### config.mk
export PLATFORM = sky130hd
export DESIGN_NAME = spike_event_encoder
export DESIGN_NICKNAME = d
export VERILOG_FILES = /design/src/rtl/spike_event_encoder.sv
export SDC_FILE = /design/constraint.sdc
export NUM_CORES = 1
export LEC_CHECK = 0
export ABC_AREA = 1
export CAP_MARGIN = 30
export CORE_MARGIN = 1
export CORE_UTILIZATION = 65
export DETAILED_ROUTE_END_ITERATION = 7
export MAX_ROUTING_LAYER = met4
export PLACE_DENSITY = 0.88
export SYNTH_ARGS = -nofsm -noshare
export SYNTH_HDL_FRONTEND = slang
export SYNTH_SLANG_ARGS = --single-unit
export TNS_END_PERCENT = 1
### constraint.sdc
create_clock -name clk -period 6 [get_ports clk]
set_input_delay 1.2 -clock clk [delete_from_list [all_inputs] [get_ports clk]]
set_output_delay 1.2 -clock clk [all_outputs]
set_load 0.01 [all_outputs]
### src/rtl/spike_event_encoder.sv
// Turns the NEO detector's per-cycle spike flag into {timestamp, duration} events on a valid/ready stream.
// Optional build macro: SPIKE_ENC_DROP_CNT_EN adds the saturating dropped-event counter.
module spike_event_encoder #(
    parameter int TS_W       = 24,
    parameter int DUR_W      = 8,
    parameter int REFRACT    = 16,
    parameter int FIFO_DEPTH = 8
) (
    input  logic                          clk,
    input  logic                          rst_n,
    input  logic                          spike_detected,
    output logic                          ev_valid,
    output logic [TS_W+DUR_W-1:0]         ev_data,
    input  logic                          ev_ready,
    output logic [$clog2(FIFO_DEPTH):0]   fifo_level,
    output logic                          overflow,
    output logic [15:0]                   dropped_count
);

    localparam int AW = $clog2(FIFO_DEPTH);
    localparam int EW = TS_W + DUR_W;
    localparam logic [DUR_W-1:0] DUR_MAX = '1;
    localparam logic [7:0]       RC_INIT = 8'(REFRACT);

    typedef enum logic [1:0] {
        IDLE   = 2'd0,
        ACTIVE = 2'd1,
        REFR   = 2'd2
    } state_t;

    state_t            state, state_nxt;
    logic [TS_W-1:0]   ts;
    logic [TS_W-1:0]   ts_start;
    logic [DUR_W-1:0]  dur;
    logic [7:0]        rcnt;
    logic              push;
    logic [EW-1:0]     push_data;

    logic [EW-1:0]     mem [FIFO_DEPTH];
    logic [AW:0]       wr_ptr, rd_ptr;
    logic              full, empty, pop, wr_en, drop;

    always_ff @(posedge clk or negedge rst_n) begin
        if (!rst_n) ts <= '0;
        else        ts <= ts + TS_W'(1);
    end

    always_ff @(posedge clk or negedge rst_n) begin
        if (!rst_n) state <= IDLE;
        else        state <= state_nxt;
    end

    always_comb begin
        state_nxt = state;
        case (state)
            IDLE:    if (spike_detected) state_nxt = ACTIVE;
            ACTIVE:  if (!spike_detected) state_nxt = (REFRACT == 0) ? IDLE : REFR;
            REFR:    if (rcnt == 8'd1) state_nxt = IDLE;
            default: state_nxt = IDLE;
        endcase
    end

    // The event is emitted on the first low sample after an active run.
    always_comb begin
        push      = (state == ACTIVE) && !spike_detected;
        push_data = {ts_start, dur};
    end

    always_ff @(posedge clk or negedge rst_n) begin
        if (!rst_n) begin
            ts_start <= '0;
            dur      <= '0;
            rcnt     <= '0;
        end else begin
            case (state)
                IDLE: if (spike_detected) begin
                    ts_start <= ts;
                    dur      <= DUR_W'(1);
                end
                ACTIVE: begin
                    if (spike_detected) begin
                        if (dur != DUR_MAX) dur <= dur + DUR_W'(1);
                    end else begin
                        rcnt <= RC_INIT;
                    end
                end
                REFR: if (rcnt != 8'd1) rcnt <= rcnt - 8'd1;
                default: ;
            endcase
        end
    end

    // Fullness is taken from the registered level, so a pop on the same edge cannot rescue a push.
    assign fifo_level = wr_ptr - rd_ptr;
    assign empty      = (wr_ptr == rd_ptr);
    assign full       = (fifo_level == (AW+1)'(FIFO_DEPTH));
    assign ev_valid   = !empty;
    assign pop        = ev_valid && ev_ready;
    assign wr_en      = push && !full;
    assign drop       = push && full;
    assign ev_data    = ev_valid ? mem[rd_ptr[AW-1:0]] : '0;

    always_ff @(posedge clk) begin
        if (wr_en) mem[wr_ptr[AW-1:0]] <= push_data;
    end

    always_ff @(posedge clk or negedge rst_n) begin
        if (!rst_n) begin
            wr_ptr   <= '0;
            rd_ptr   <= '0;
            overflow <= 1'b0;
        end else begin
            if (wr_en) wr_ptr <= wr_ptr + (AW+1)'(1);
            if (pop)   rd_ptr <= rd_ptr + (AW+1)'(1);
            if (drop)  overflow <= 1'b1;
        end
    end

`ifdef SPIKE_ENC_DROP_CNT_EN
    logic [15:0] drop_cnt;

    always_ff @(posedge clk or negedge rst_n) begin
        if (!rst_n)                             drop_cnt <= '0;
        else if (drop && drop_cnt != 16'hFFFF)  drop_cnt <= drop_cnt + 16'd1;
    end

    assign dropped_count = drop_cnt;
`else
    assign dropped_count = '0;
`endif

endmodule

==> results.py, run 1 <==
metrics = {
    "run_status": {
        "outcome": "completed",
    },
    "synth": {
        "ys_seq_area_share_pct": 68.9,
        "ys_ff_latch": 331,
        "synth_edf_count": 256,
        "synthesis.area_mm2": 0.0139,
        "synth_top_area_cell": "edfxtp_1",
        "synth_top_area_share_pct": 55.4,
        "async_flop_share_pct": 22.7,
        "ys_top_cells_by_area": "edfxtp_1 55%, dfrtp_1 14%, nor2_1 7.2%, o21ai_0 5.7%, nand2_1 3.2%",
        "yosys_warnings": 0,
        "ys_types": 39,
        "avgSynthCellArea_um2": 11.4,
        "synthFlopType": "edfxtp_1",
        "synth_cells": 1223,
    },
    "worst_setup_path": {
        "path_max_fanout": 80,
        "crit_path_start_kind": "register",
        "cp-end-kind": "primary output",
        "slowest_stage": "dfrtp_4",
        "critical_path_class": "register to primary output",
        "reg2reg_depth": 8,
        "rr_startpoint": "rd_ptr[1]$_DFFE_PN0P_",
        "endpoint": "ev_data[31]",
        "reg2reg_to": "mem[2][19]$_DFFE_PP_",
        "max_stage_delay_ns": 0.71,
        "worst-endpoint-required_ns": 4.80,
        "setup.worst_path.start": "rd_ptr[0]$_DFFE_PN0P_",
        "timing.reg2reg.setup_slack_ns": 2.59,
        "cp_common_cell": "nor2_1",
        "crit_chain": "clkinv_2, buf_12, o21ai_0, o22ai_1, nor2_1, nor2_1, clkdlybuf4s50_1",
        "arrival_ns": 3.60,
    },
    "drt": {
        "drt_wl_total_um": 30700,
        "drc": 0,
        "first_pass_iters": 6,
        "via_per_inst": 6.07,
        "first_iter_violations": 1192,
        "wl_per_cell_um": 19.8,
        "postRouteAntennaNets": 0,
        "num_vias": 9418,
    },
    "sta": {
        "fmax_mhz": 208,
        "setup_viol": 0,
        "fin_skew_ns": 0.0152,
        "tightest_slew_ns": 0.998,
        "finalCriticalPeriod_ns": 4.80,
        "hold_violations": 0,
        "rsz0062_at_grt": "no",
        "timing.final.crit_share_pct": 79.9,
        "slew_headroom_pct": 33.5,
        "finalSetupTns_ns": 0,
        "slew_viol_final": 0,
    },
    "cells_and_area": {
        "synthToLayoutAreaGrowth_pct": 11.9,
        "drive_gt1_share_pct": 7.76,
        "antenna_cells": 0,
        "layout_common_cells": "259 x nor2_1, 256 x edfxtp_1, 157 x o21ai_0",
        "num-nets-final": 1266,
        "final_common_cell": "nor2_1",
        "fin_cells": 1551,
    },
    "clock_tree": {
        "tritoncts": "yes",
        "cts_sinks": 331,
        "cts_setup_buffers": 0,
        "clockBufferDepth": 3,
        "htree_num_levels": 1,
        "postCtsHoldBufs": 0,
        "cts_resized": 0,
        "clkLatencyLatePin_ns": 0.56,
        "numCtsBuffers": 30,
        "clock-root-buffer": "clkbuf_16",
        "cts.clk_slew.worst_paths_ns": 0.06,
    },
    "min_path": {
        "hold_class": "register to register",
        "hold_path_depth": 2,
    },
    "global_routing": {
        "grt_max_degree": 99,
        "antenna_found_initial": 0,
        "first_global_vias": 9155,
        "grt_pass1_wl_um": 48400,
        "grtUsageTotal_pct": 29.7,
        "overflow": 0,
    },
    "power_and_ir_drop": {
        "sequentialPowerShare_pct": 38.1,
        "p_per_area_mw_per_mm2": 488,
        "internal_power_mw": 4.91,
        "pwr-share-clk_pct": 25.1,
        "p_comb_share_pct": 36.8,
        "vdd_ir_drop_max_uv": 463,
        "sw_frac_of_total_pct": 35.3,
        "p_leak_nw": 5.79,
        "p_sw_mw": 2.68,
    },
    "die": {
        "coreArea_mm2": 0.0210,
        "io_pins": 58,
        "start_util_pct": 66.3,
        "dieWidth_um": 148,
        "die_area_mm2": 0.0219,
        "std_cell_rows": 53,
        "die_h_um": 148,
    },
    "job": {
        "max_cap_viol_count": 0,
    },
    "placed_design": {
        "place_inst": 1494,
        "port_buffers": 41,
        "globalplace.congestion": 0.882,
        "dp_hpwl_um": 17100,
    },
}
## metrics by stage
step                      setup WS, ns  util (%)  hold WS (ns)  instance area (µm²)  power, mW
final                             1.20      74.1         0.473                15500       7.59
after global routing              1.04      74.1         0.522                15500       7.98
after CTS                         1.19      74.0         0.473                15500       7.57
after detailed placement          1.84      69.3         0.474                14500       5.67
after global placement            1.80      68.7         0.453                14400       5.51
after floorplan                   2.38         -         0.441                13900       4.61
## cell families (layout without fill, tap and decap cells)
| logic type | after synthesis | count (layout) | share of synthesized area [%] |
|---|---|---|---|
| adder cells (fa/ha/maj) | 10 | 10 | 0.955 |
| multiplexers | 5 | 5 | 0.406 |
| other | 1 | 16 | 0.0270 |
| AO/OA/AOI/OAI | 265 | 265 | 9.93 |
| AND/OR/NAND/NOR | 459 | 459 | 13.6 |
| buffers and inverters | 128 | 166 | 4.69 |
| flip-flops | 331 | 331 | 68.9 |
| XOR/XNOR | 24 | 24 | 1.51 |
## power by group through the flow
stage	Clock (mW)	Sequential [mW]	Combinational (mW)
5_1_grt	2.00	2.91	3.07
3_5_place_dp	0	2.93	2.74
3_3_place_gp	0	2.91	2.60
2_1_floorplan	0	2.84	1.76
4_1_cts	1.90	2.88	2.79
6_report	1.90	2.89	2.79
## metal layers
metal	track usage (%)	vias up	routed length, µm
met2	47.6	534	15100
met3	3.71	112	2740
met5	-	-	0
li1	-	4269	-
met4	13.2	0	1220
met1	38.6	4503	11600
## sequential cells by signal (all words and copies together) (netlist names)
name      flops
state         2
overflow      1
ts_start     24
ts           24
rd_ptr        4
dur           8
rcnt          8
mem         256
wr_ptr        4
## synthesized netlist by cell type, types with 22 or more instances
master    number
dfrtp_1       75
edfxtp_1     256
clkbuf_1      23
o21ai_0      157
o22ai_1       32
nor2_1       267
buf_4         22
nand3_1       37
inv_1         47
o21ai_1       70
nand2_1      118
xor2_1        23
## layout make-up
cell class,instances,area [µm²]
fill,1272,5420
inverter,53,201
sequential,331,9570
multi-input combinational,779,3780
timing repair buffer,57,646
tap,275,344
clock buffer,47,896
clock inverter,9,93.8
## worst min path at each step
stage                          start                to  slack (ns)
finish              ts[23]$_DFF_PN0_  ts[23]$_DFF_PN0_        0.47
global placement    ts[23]$_DFF_PN0_  ts[23]$_DFF_PN0_        0.45
CTS                 ts[23]$_DFF_PN0_  ts[23]$_DFF_PN0_        0.47
detailed placement  ts[23]$_DFF_PN0_  ts[23]$_DFF_PN0_        0.47
global route        ts[23]$_DFF_PN0_  ts[23]$_DFF_PN0_        0.52
floorplan           ts[23]$_DFF_PN0_  ts[23]$_DFF_PN0_        0.44
## worst max-delay path, delay by kind of cell (launching register included)
kind | cells | cell delay, ns
buf+inv | 3 | 1.62
simple gates | 2 | 0.33
flops | 1 | 0.71
compound gates | 2 | 0.36
Note: power is estimated with default switching activity, not from simulation.
==> run 2: changes to the inputs <==
--- a/config.mk
+++ b/config.mk
@@ -8,10 +8,10 @@
 export ABC_AREA = 1
 export CAP_MARGIN = 30
 export CORE_MARGIN = 1
-export CORE_UTILIZATION = 65
+export CORE_UTILIZATION = 60
 export DETAILED_ROUTE_END_ITERATION = 7
 export MAX_ROUTING_LAYER = met4
-export PLACE_DENSITY = 0.88
+export PLACE_DENSITY = 0.82
 export SYNTH_ARGS = -nofsm -noshare
 export SYNTH_HDL_FRONTEND = slang
 export SYNTH_SLANG_ARGS = --single-unit
==> constraint.sdc (replaced) <==
create_clock -name clk -period 4.8 [get_ports clk]
set_input_delay 0.96 -clock clk [delete_from_list [all_inputs] [get_ports clk]]
set_output_delay 0.96 -clock clk [all_outputs]
set_load 0.01 [all_outputs]
==> run 2 against run 1 <==
- count of clock-buffer cells in the layout down 2
- sequential share of layout area increased by 0.13 points
- utilization shrank 5.7 points
- setup slack got worse by 0.82 ns
- critical path depth down 1
- routed wire length decreased by 5.6%
- die area rose by 8.2%
- final cell count grew 0.90%
- power grew 24%
- sequential power grew 25%
- design area decreased by 0.21%
- largest power group unchanged
==> results.py, run 2 (synthesized netlist as in run 1, its figures left out) <==
metrics = {
    "die": {
        "die_area_mm2": 0.0238,
        "std_cell_rows": 55,
        "io_pins": 58,
        "start_util_pct": 61.3,
        "coreArea_mm2": 0.0226,
        "dieWidth_um": 154,
        "die_h_um": 154,
    },
    "drt": {
        "drt_wl_total_um": 29000,
        "first_iter_violations": 963,
        "num_vias": 9102,
        "first_pass_iters": 5,
        "postRouteAntennaNets": 0,
        "via_per_inst": 5.82,
        "wl_per_cell_um": 18.5,
        "drc": 0,
    },
    "clock_tree": {
        "clkLatencyLatePin_ns": 0.55,
        "htree_num_levels": 1,
        "clockBufferDepth": 3,
        "cts_sinks": 331,
        "tritoncts": "yes",
        "clock-root-buffer": "clkbuf_16",
        "postCtsHoldBufs": 0,
        "cts_setup_buffers": 0,
        "cts_resized": 0,
        "numCtsBuffers": 30,
        "cts.clk_slew.worst_paths_ns": 0.06,
    },
    "sta": {
        "hold_violations": 0,
        "slew_headroom_pct": 35.3,
        "setup_viol": 0,
        "slew_viol_final": 0,
        "tightest_slew_ns": 0.971,
        "finalSetupTns_ns": 0,
        "fin_skew_ns": 0.00878,
        "rsz0062_at_grt": "no",
        "finalCriticalPeriod_ns": 4.41,
        "fmax_mhz": 227,
        "timing.final.crit_share_pct": 91.9,
    },
    "cells_and_area": {
        "drive_gt1_share_pct": 8.36,
        "final_common_cell": "nor2_1",
        "antenna_cells": 0,
        "fin_cells": 1565,
        "num-nets-final": 1270,
        "largest_register_ff_count": 256,
        "layout_common_cells": "259 x nor2_1, 256 x edfxtp_1, 157 x o21ai_0",
        "synthToLayoutAreaGrowth_pct": 11.7,
        "final_util_pct": 68.5,
        "fill_cells": 1501,
        "fin_area_mm2": 0.0155,
    },
    "run_status": {
        "outcome": "completed",
    },
    "power_and_ir_drop": {
        "p_leak_nw": 5.79,
        "vdd_ir_drop_max_uv": 409,
        "p_per_area_mw_per_mm2": 607,
    },
    "placed_design": {
        "place_inst": 1508,
        "dp_hpwl_um": 16100,
        "placed_area_mm2": 0.0145,
        "globalplace.congestion": 0.866,
        "port_buffers": 41,
    },
    "worst_setup_path": {
        "cp_top_family": "buffers and inverters",
        "cp_num_buf_inv": 2,
        "crit_chain": "buf_4, o21ai_0, o22ai_1, nor2_1, nor2_1, clkdlybuf4s50_1",
        "cp_common_cell": "nor2_1",
        "path_max_fanout": 95,
        "worst-endpoint-required_ns": 3.84,
        "arrival_ns": 3.45,
        "cp-end-kind": "primary output",
        "slowest_stage": "buf_4",
        "crit_path_start_kind": "register",
        "max_stage_delay_ns": 0.78,
        "critical_path_class": "register to primary output",
    },
    "global_routing": {
        "first_global_vias": 8797,
        "grt_max_degree": 99,
        "grtUsageTotal_pct": 25.7,
        "overflow": 0,
        "grt_pass1_wl_um": 45700,
        "antenna_found_initial": 0,
    },
    "job": {
        "max_cap_viol_count": 0,
    },
    "min_path": {
        "hold_class": "primary input to asynchronous set/reset pin",
    },
}
==> run 2: cell types whose count changed in the layout (fill, tap and decap cells not counted) <==
cell / delta
buf_4: +10
buf_12: -3
buf_16: -3
clkbuf_1: -2
clkinv_1: -2
clkinv_2: +2
clkbuf_16: +1
clkbuf_8: -1
clkinv_4: +1
clkinvlp_4: +1
==> run 2: area by class of cell <==
cell class | count | area [µm²] | share of cell area (%)
multi-input cells | 779 | 3780 | 24.4
flip-flops and latches | 331 | 9570 | 61.7
inverters | 53 | 201 | 1.30
clock inverters | 11 | 113 | 0.726
clock buffers | 45 | 900 | 5.80
well taps | 285 | 357 | 2.30
repair buffers | 61 | 578 | 3.73
==> run 2: worst paths after layout <==
kind / from / to / slack (ns) / cells after the start
min: rst_n / rcnt[1]$_DFFE_PN0P_ / 0.30 / 1
max reg2reg: rd_ptr[0]$_DFFE_PN0P_ / mem[4][28]$_DFFE_PP_ / 1.42 / 9
min reg2reg: ts[23]$_DFF_PN0_ / ts[23]$_DFF_PN0_ / 0.47 / 2
min in group clk: ts[23]$_DFF_PN0_ / ts[23]$_DFF_PN0_ / 0.47 / 2
max: rd_ptr[0]$_DFFE_PN0P_ / ev_data[9] / 0.39 / 6
max in group asynchronous: rst_n / ts_start[2]$_DFFE_PN0P_ / 3.91 / 2
==> run 2: stage by stage <==
stage	hold WS [ns]	setup slack, ns	power (mW)
global placement	0.453	1.09	6.91
floorplan	0.441	1.18	5.76
detailed placement	0.464	1.03	7.01
finish	0.304	0.388	9.42
global route	0.319	0.221	9.94
CTS	0.477	0.405	9.43
==> run 2: worst reg2reg max path: cells and delay by family, from the launching register on <==
family,cells,cell delay [ns]
adders and majority gates,2,0.75
and+or+nand+nor,5,1.07
buffers and inverters,2,0.52
DFF,1,0.69
==> run 2: layer usage <==
metal	global-route usage, %	vias up	wire length, µm
met2	42.2	374	14300
li1	-	4279	-
met5	-	-	0
met1	33.4	4405	11900
met4	8.19	0	543
met3	3.75	44	2170
==> run 2: where the power goes <==
part,internal (mW),total (mW),switching [mW],leakage [nW]
combinational,1.36,3.41,2.05,1.81
sequential,3.37,3.60,0.231,3.49
clock,1.40,2.41,1.00,0.494
==> run 3: changes to the inputs <==
--- a/config.mk
+++ b/config.mk
@@ -7,8 +7,10 @@
 export LEC_CHECK = 0
 export ABC_AREA = 1
 export CAP_MARGIN = 30
+export CELL_PAD_IN_SITES_DETAIL_PLACEMENT = 1
+export CELL_PAD_IN_SITES_GLOBAL_PLACEMENT = 1
 export CORE_MARGIN = 1
-export CORE_UTILIZATION = 60
+export CORE_UTILIZATION = 49
 export DETAILED_ROUTE_END_ITERATION = 7
 export MAX_ROUTING_LAYER = met4
 export PLACE_DENSITY = 0.82
==> run 3 against run 2 <==
- critical path depth up 1
- routed wire length up 29%
- count of clock-buffer cells in the layout down 2
- power up 4.8%
- global-route usage up 1.6 points
- largest cell class unchanged
- die area up 22%
- highest routed layer unchanged
- sequential share of layout area down 1.1 points
- clock power up 7%
- first-iteration DRC count down 17%
- hold slack worse by 0.020 ns
- register-to-register slack worse by 0.16 ns
==> results.py, run 3 (synthesized netlist as in run 1, its figures left out) <==
metrics = {
    "run_status": {
        "outcome": "completed",
    },
    "sta": {
        "finalCriticalPeriod_ns": 4.20,
        "slew_headroom_pct": 30.0,
        "fmax_mhz": 238,
        "finalSetupTns_ns": 0,
        "hold_violations": 0,
        "rsz0062_at_grt": "no",
        "timing.final.crit_share_pct": 87.5,
        "tightest_slew_ns": 1.05,
        "slew_viol_final": 0,
        "fin_skew_ns": 0.0182,
        "setup_viol": 0,
    },
    "drt": {
        "drc": 0,
        "wl_per_cell_um": 22.4,
        "first_iter_violations": 802,
        "drt_wl_total_um": 37300,
        "postRouteAntennaNets": 0,
        "num_vias": 9526,
        "via_per_inst": 5.72,
        "first_pass_iters": 5,
    },
    "cells_and_area": {
        "fill_cells": 2905,
        "antenna_cells": 0,
        "final_common_cell": "nor2_1",
        "final-seq-area_mm2": 0.00957,
        "synthToLayoutAreaGrowth_pct": 13.7,
        "layout_common_cells": "259 x nor2_1, 256 x edfxtp_1, 157 x o21ai_0",
        "final_util_pct": 56.7,
        "num-nets-final": 1276,
        "drive_gt1_share_pct": 8.62,
        "multi_input_area_mm2": 0.00378,
        "largest_register_ff_count": 256,
    },
    "clock_tree": {
        "clkLatencyLatePin_ns": 0.52,
        "numCtsBuffers": 34,
        "clockBufferDepth": 3,
        "cts_setup_buffers": 0,
        "postCtsHoldBufs": 0,
        "cts_resized": 0,
        "cts.clk_slew.worst_paths_ns": 0.06,
        "tritoncts": "yes",
        "cts_sinks": 331,
        "htree_num_levels": 2,
        "clock-root-buffer": "clkbuf_16",
    },
    "placed_design": {
        "globalplace.congestion": 0.814,
        "dp_hpwl_um": 21800,
        "port_buffers": 41,
    },
    "die": {
        "io_pins": 58,
        "die_h_um": 170,
        "start_util_pct": 49.8,
        "dieWidth_um": 170,
        "std_cell_rows": 61,
        "die_area_mm2": 0.0290,
        "coreArea_mm2": 0.0279,
    },
    "worst_setup_path": {
        "reg2reg_to": "mem[5][6]$_DFFE_PP_",
        "max_stage_delay_ns": 0.69,
        "endpoint": "ev_data[13]",
        "setup.worst_path.start": "rd_ptr[0]$_DFFE_PN0P_",
        "crit_path_start_kind": "register",
        "cp_common_cell": "o21ai_0",
        "critical_path_class": "register to primary output",
        "crit_chain": "clkinv_2, buf_12, o21ai_0, o21ai_0, o21ai_0, nor2_1, clkdlybuf4s50_1",
        "timing.reg2reg.setup_slack_ns": 1.26,
        "slowest_stage": "dfrtp_4",
        "rr_startpoint": "rd_ptr[0]$_DFFE_PN0P_",
        "cp-end-kind": "primary output",
        "arrival_ns": 3.24,
        "worst-endpoint-required_ns": 3.84,
        "path_max_fanout": 92,
        "reg2reg_depth": 9,
    },
    "global_routing": {
        "grt_max_degree": 99,
        "grt_pass1_wl_um": 57700,
        "overflow": 0,
        "grtUsageTotal_pct": 27.3,
        "first_global_vias": 10200,
        "antenna_found_initial": 0,
    },
    "power_and_ir_drop": {
        "sw_frac_of_total_pct": 36.4,
        "p_sw_mw": 3.60,
        "pwr-share-clk_pct": 26.2,
        "vdd_ir_drop_max_uv": 344,
        "internal_power_mw": 6.27,
        "sequentialPowerShare_pct": 36.7,
        "p_per_area_mw_per_mm2": 625,
        "p_leak_nw": 5.86,
        "p_comb_share_pct": 37.1,
    },
    "job": {
        "max_cap_viol_count": 0,
    },
    "min_path": {
        "hold_class": "primary input to asynchronous set/reset pin",
    },
}
[run 3: cell count changes in the layout (fill, tap and decap cells not counted), sizes merged]
| cell | before | now |
|---|---|---|
| clkinv | 9 | 13 |
| buf | 21 | 23 |
| clkbuf | 45 | 43 |
| inv | 51 | 53 |
| bufinv | 2 | 3 |
[run 3: how the worst min path moves through the flow]
| stage | from | to | slack [ns] | cells after the start |
|---|---|---|---|---|
| floorplan | ts[23]$_DFF_PN0_ | ts[23]$_DFF_PN0_ | 0.44 | 2 |
| global placement | ts[23]$_DFF_PN0_ | ts[23]$_DFF_PN0_ | 0.45 | 2 |
| detailed placement | ts[21]$_DFF_PN0_ | ts[21]$_DFF_PN0_ | 0.49 | 2 |
| CTS | rst_n | rcnt[1]$_DFFE_PN0P_ | 0.28 | 1 |
| global route | rst_n | rcnt[4]$_DFFE_PN0P_ | 0.29 | 1 |
| finish | rst_n | rcnt[1]$_DFFE_PN0P_ | 0.28 | 1 |
[run 3: worst max-delay path, delay by kind of cell, from the launching register on]
family	cells	cell delay, ns
buf+inv	3	1.21
simple gates	1	0.06
compound gates	3	0.69
flops	1	0.69
[run 3: power groups by stage]
stage	registers (mW)	logic (mW)	clock network (mW)
after floorplan	3.55	2.20	0
after global placement	3.64	3.41	0
after detailed placement	3.68	3.58	0
after CTS	3.62	3.66	2.62
after global routing	3.65	4.00	2.71
final	3.62	3.66	2.59
[run 3: metal layers]
layer | vias to the layer above | share of wire [%] | GRT usage [%]
met3 | 98 | 5.3 | 4.12
li1 | 4285 | - | -
met1 | 4831 | 40 | 33.2
met4 | 0 | 3.1 | 9.95
met2 | 312 | 51 | 46.5
met5 | - | 0 | -
[run 3: area by class of cell]
cell class              instances  area share, %
well taps                     378           3.00
clock buffers                  43           5.67
inverters                      53           1.28
flip-flops and latches        331           60.6
repair buffers                 63           4.28
multi-input cells             779           24.0
clock inverters                18           1.17
[run 3: through the flow]
| stage | cell area [µm²] | total power, mW | hold WS, ns | setup slack, ns | instances |
|---|---|---|---|---|---|
| 2_1_floorplan | 13900 | 5.76 | 0.441 | 1.18 | 1238 |
| 4_1_cts | 15800 | 9.90 | 0.279 | 0.585 | 1664 |
| 3_5_place_dp | 14700 | 7.25 | 0.493 | 1.27 | 1603 |
| 3_3_place_gp | 14600 | 7.05 | 0.453 | 1.37 | 1602 |
| 6_report | 15800 | 9.87 | 0.284 | 0.599 | 1665 |
| 5_1_grt | 15800 | 10.4 | 0.286 | 0.458 | 1665 |
